## src/rtl/idli_sqi_arb_m.sv

```systemverilog
// idli_sqi_arb_m: arbiter/sequencer for the shared SQI memory pair.
// Two requesters (IF read-only, LS read/write) each get one 16-bit word
// transaction: grant -> start pulse -> wait for engine done -> ack.
// Optional fairness: define IDLI_SQI_ARB_FAIR_EN to bound the number of
// consecutive LS grants taken while IF is waiting (MAX_LS_RUN). Without it,
// LS has strict priority and IF can starve under continuous LS traffic.
module idli_sqi_arb_m #(
  parameter int MAX_LS_RUN = 4
) (
  input  logic        i_sqi_gck,
  input  logic        i_sqi_rst_n,
  input  logic        i_if_req,
  input  logic [15:0] i_if_addr,
  output logic        o_if_ack,
  input  logic        i_ls_req,
  input  logic        i_ls_wr,
  input  logic [15:0] i_ls_addr,
  input  logic [15:0] i_ls_wdata,
  output logic        o_ls_ack,
  output logic [15:0] o_rdata,
  output logic        o_busy,
  output logic        o_sqi_start,
  output logic        o_sqi_wr,
  output logic [15:0] o_sqi_addr,
  output logic [15:0] o_sqi_wdata,
  input  logic        i_sqi_done,
  input  logic [15:0] i_sqi_rdata
);

  typedef enum logic [1:0] {
    IDLE  = 2'd0,
    ISSUE = 2'd1,
    WAIT  = 2'd2,
    ACK   = 2'd3
  } state_t;

  state_t state;
  logic   owner_ls;   // 1: current transaction belongs to LS, 0: IF
  logic   grant_ls;   // arbitration result, only meaningful in IDLE with a request

`ifdef IDLI_SQI_ARB_FAIR_EN
  localparam int RUN_W = $clog2(MAX_LS_RUN + 1);
  localparam logic [RUN_W-1:0] RUN_MAX = RUN_W'(MAX_LS_RUN);

  logic [RUN_W-1:0] ls_run;
  logic             if_turn;

  // IF takes the grant once LS has won MAX_LS_RUN times in a row over it
  assign if_turn  = i_if_req && i_ls_req && (ls_run == RUN_MAX);
  assign grant_ls = i_ls_req && !if_turn;

  // Count consecutive LS grants that made a waiting IF lose; clear otherwise
  always_ff @(posedge i_sqi_gck or negedge i_sqi_rst_n) begin
    if (!i_sqi_rst_n) begin
      ls_run <= '0;
    end else if ((state == IDLE) && (i_if_req || i_ls_req)) begin
      if (grant_ls && i_if_req) begin
        if (ls_run != RUN_MAX) begin
          ls_run <= ls_run + 1'b1;
        end
      end else begin
        ls_run <= '0;
      end
    end
  end
`else
  // Strict LS priority; MAX_LS_RUN has no effect in this build
  logic unused_max_ls_run;
  assign unused_max_ls_run = ^MAX_LS_RUN;
  assign grant_ls          = i_ls_req;
`endif

  // Transaction sequencer: all outputs are registered in this one block
  always_ff @(posedge i_sqi_gck or negedge i_sqi_rst_n) begin
    if (!i_sqi_rst_n) begin
      state       <= IDLE;
      owner_ls    <= 1'b0;
      o_if_ack    <= 1'b0;
      o_ls_ack    <= 1'b0;
      o_rdata     <= 16'h0000;
      o_busy      <= 1'b0;
      o_sqi_start <= 1'b0;
      o_sqi_wr    <= 1'b0;
      o_sqi_addr  <= 16'h0000;
      o_sqi_wdata <= 16'h0000;
    end else begin
      // Pulses default low; they are raised only on the entering transition
      o_sqi_start <= 1'b0;
      o_if_ack    <= 1'b0;
      o_ls_ack    <= 1'b0;
      case (state)
        IDLE: begin
          if (i_if_req || i_ls_req) begin
            state       <= ISSUE;
            o_busy      <= 1'b1;
            o_sqi_start <= 1'b1;
            owner_ls    <= grant_ls;
            if (grant_ls) begin
              o_sqi_wr    <= i_ls_wr;
              o_sqi_addr  <= i_ls_addr;
              o_sqi_wdata <= i_ls_wdata;
            end else begin
              o_sqi_wr    <= 1'b0;
              o_sqi_addr  <= i_if_addr;
              o_sqi_wdata <= 16'h0000;
            end
          end
        end
        ISSUE: begin
          // Engine completion cannot arrive before it has seen the start
          state <= WAIT;
        end
        WAIT: begin
          if (i_sqi_done) begin
            state   <= ACK;
            o_rdata <= o_sqi_wr ? 16'h0000 : i_sqi_rdata;
            if (owner_ls) begin
              o_ls_ack <= 1'b1;
            end else begin
              o_if_ack <= 1'b1;
            end
          end
        end
        ACK: begin
          state  <= IDLE;
          o_busy <= 1'b0;
        end
        default: begin
          state  <= IDLE;
          o_busy <= 1'b0;
        end
      endcase
    end
  end

endmodule

```

## config.mk

```make
export PLATFORM = sky130hd
export DESIGN_NAME = idli_sqi_arb_m
export DESIGN_NICKNAME = d
export VERILOG_FILES = /design/src/rtl/idli_sqi_arb_m.sv
export SDC_FILE = /design/constraint.sdc
export NUM_CORES = 1
export LEC_CHECK = 0
export BUFFER_PORTS_ARGS = -buffer_cell sky130_fd_sc_hd__buf_4
export CORE_MARGIN = 2
export CORE_UTILIZATION = 35
export CTS_BUF_LIST = sky130_fd_sc_hd__clkbuf_4
export CTS_CLUSTER_DIAMETER = 60
export DETAILED_ROUTE_END_ITERATION = 16
export PLACE_DENSITY = 0.74
export SYNTH_ARGS = -nofsm -noshare
export SYNTH_HDL_FRONTEND = slang
export SYNTH_SLANG_ARGS = --single-unit
```

## constraint.sdc

```tcl
create_clock -name i_sqi_gck -period 1.5 [get_ports i_sqi_gck]
set_input_delay 0.3 -clock i_sqi_gck [delete_from_list [all_inputs] [get_ports i_sqi_gck]]
set_output_delay 0.3 -clock i_sqi_gck [all_outputs]
set_load 0.01 [all_outputs]
```

==> run_results.csv <==
group,metric,value,unit
detailed_routing,drt-initial-drc-count,37,
cts,h-tree-depth,2,
cts,post_cts_buffers,0,
cts,numCtsBuffers,5,
timing,setup_ws,0.02900,ns
floorplan,io_pins,123,
timing,tightestPinTransition,0.3789,ns
power_and_ir_drop,p_total,6.087,mW
cts,clock_latency,0.36,ns
finish,drive_gt1_share,39.50,%
floorplan,core,0.006681,mm²
detailed_routing,vias_per_cell,4.620,
floorplan,fp-row-count,30,
logic_synthesis,netlist_area,0.002387,mm²
placed_design,io_buffers,122,
placed_design,post-place-ws,0.05230,ns
power_and_ir_drop,vdd_drop_max,0.7233,mV
timing,fin_hold_ws,0.1490,ns
timing,min_period,1.471,ns
global_route,gr-total-overflow,0,
timing,slew_viol_final,0,
outcome,status,"completed",
global_route,grtUsageTotal,16.27,%
setup_path,critPathArrivalTime,1.74,ns
detailed_routing,avgRoutedWirePerCell,13.47,µm
setup_path,crit_required,1.77,ns
finish,area_growth,47.27,%
detailed_routing,drc,0,
setup_path,endpoint_kind,"flip-flop",
logic_synthesis,syn_inst,239,
finish,antenna_cells,0,
floorplan,die_area,0.007498,mm²
finish,ff_latch_area,0.001403,mm²
cts,clk_path_buf_depth,2,
detailed_routing,ant_nets,0,
floorplan,die_w,86.59,µm
timing,fin_setup_tns,0,ns
finish,final_cell_mix,"buf_4 (126), nand2_1 (70), dfrtp_1 (55)",
logic_synthesis,syn_area_per_cell,9.989,µm²
timing,finalHoldViolCount,0,
setup_path,worstPathMaxFanout,4,
detailed_routing,vias,2042,
logic_synthesis,ys_ff_latch,56,
placed_design,place.gp.congestion,0.7172,
finish,final_nets,436,
cts,clkTransAtPathRegs,0.15,ns
placed_design,place_hpwl,4618,µm
logic_synthesis,synth_cell_types,22,
global_route,grt_pass1_wl,9584,µm
logic_synthesis,yosysWarnings,0,
global_route,grt_max_degree,34,
job,drv_cap,0,
cts,cts_tree,"built",
global_route,antenna_found_initial,0,
floorplan,initial_core_util,35.73,%
detailed_routing,finalWirelength,5955,µm
logic_synthesis,seq_area_frac_synth,58.70,%
cts,cts_sinks,56,
timing,clock.fmax,679.8,MHz
finish,multi_input_area,908.4,µm²
floorplan,die_h,86.59,µm
logic_synthesis,syn-num-nets,313,
timing,fin_crit_sh,98.07,%
detailed_routing,dr.pass1.iters,4,
finish,final_common_cell,"buf_4",
global_route,first_global_vias,2004,
power_and_ir_drop,p_leak,1.900,nW
timing,max-slew-margin-rel,74.74,%
timing,clock_skew,0.01266,ns
setup_path,critPathLaunchType,"flip-flop",
timing,setup_viol,0,
setup_path,crit_type,"reg -> reg",
worst_hold_path,hp-class,"in -> reg",
finish,n_fill_cell,617,
power_and_ir_drop,power.density,1731,mW/mm²
timing,rsz0062_at_grt,"no",
cts,root_buffer,"clkbuf_4",
## per-stage QoR
| stage | utilization (%) | cells | instance area, µm² |
|---|---|---|---|
| after detailed placement | 51.61 | 434 | 3448 |
| after CTS | 52.53 | 442 | 3510 |
| final | 52.62 | 442 | 3516 |
| after floorplan | - | 239 | 2390 |
| after global routing | 52.62 | 442 | 3516 |
| after global placement | 51.61 | 434 | 3448 |
## flip-flops by register name, summed over array words and instances (netlist names)
name,flops
o_ls_ack,1
o_busy,1
state,2
o_sqi_start,1
owner_ls,1
o_rdata,16
o_sqi_wdata,16
o_sqi_wr,1
o_sqi_addr,16
o_if_ack,1
## Yosys cell counts, drive strengths merged
cell type   n  area share (%)
mux2        1            0.63
clkbuf      8             1.5
buf         7             1.7
nand2b     16             4.2
nand2      70              11
nand3      17             3.6
nor3b       1            0.52
dfrtp      56              59
and3        1            0.26
o32a        1            0.42
nor2        1            0.16
a21oi       1            0.37
mux2i      16             6.7
o22a        1            0.37
inv         5            0.79
o21ai      33             7.1
ha          4             2.1
## cells by family (layout without fill, tap and decap cells)
| family | after synthesis | after routing | share of synthesized area, % |
|---|---|---|---|
| and+or+nand+nor | 106 | 106 | 19.71 |
| DFF | 56 | 56 | 58.70 |
| AOI/OAI and AO/OA | 36 | 36 | 8.229 |
| buffers and inverters | 20 | 143 | 3.930 |
| muxes | 17 | 17 | 7.337 |
| adders and majority gates | 4 | 4 | 2.097 |
## what timing repair did
item	CTS	global route
resized for setup	1	2
hold buffers	1	0
endpoints found under the hold margin	28	0
setup endpoints to repair	1	2
gates cloned	0	0
## layout make-up
type,instances,area share (%)
Clock inverter,2,0.3559
Sequential cell,56,39.89
Clock buffer,5,1.068
Multi-Input combinational cell,163,25.84
Timing Repair Buffer,131,29.47
Inverter,5,0.5338
Tap cell,80,2.847
## worst max-delay path, cell delays in order (launching register included)
cell     delay, ns
dfrtp_1       0.46
inv_1         0.11
ha_2          0.19
nor3b_4       0.25
a21oi_2       0.07
mux2_4        0.30
## worst paths after layout
kind	end	start	depth (start not counted)	slack (ns)
worst max-delay path	state[1]$_DFFE_PN0P_	state[1]$_DFFE_PN0P_	5	0.03
worst min-delay path	o_sqi_wdata[13]$_DFFE_PN0P_	i_ls_wdata[13]	3	0.15
worst max register to register	state[1]$_DFFE_PN0P_	state[1]$_DFFE_PN0P_	5	0.03
worst min register to register	o_if_ack$_DFF_PN0_	owner_ls$_DFFE_PN0P_	1	0.47
max in group asynchronous	o_sqi_wr$_DFFE_PN0P_	i_sqi_rst_n	3	0.63
min in group asynchronous	o_sqi_addr[9]$_DFFE_PN0P_	i_sqi_rst_n	2	0.37
## power by group
part | switching (mW) | leakage (nW) | internal (mW)
registers | 0.406 | 0.707 | 2.17
clock network | 0.442 | 0.0271 | 0.172
logic | 1.40 | 1.17 | 1.50
total | 2.25 | 1.90 | 3.84
## per-layer routing
metal	part of all wire, %	up-vias	global-route usage, %
met4	0.86	0	3.409
met1	39	915	20.02
met3	11	6	6.571
li1	-	1027	-
met2	49	94	27.06
met5	0	-	0
Power figures use the tool's default switching activity.
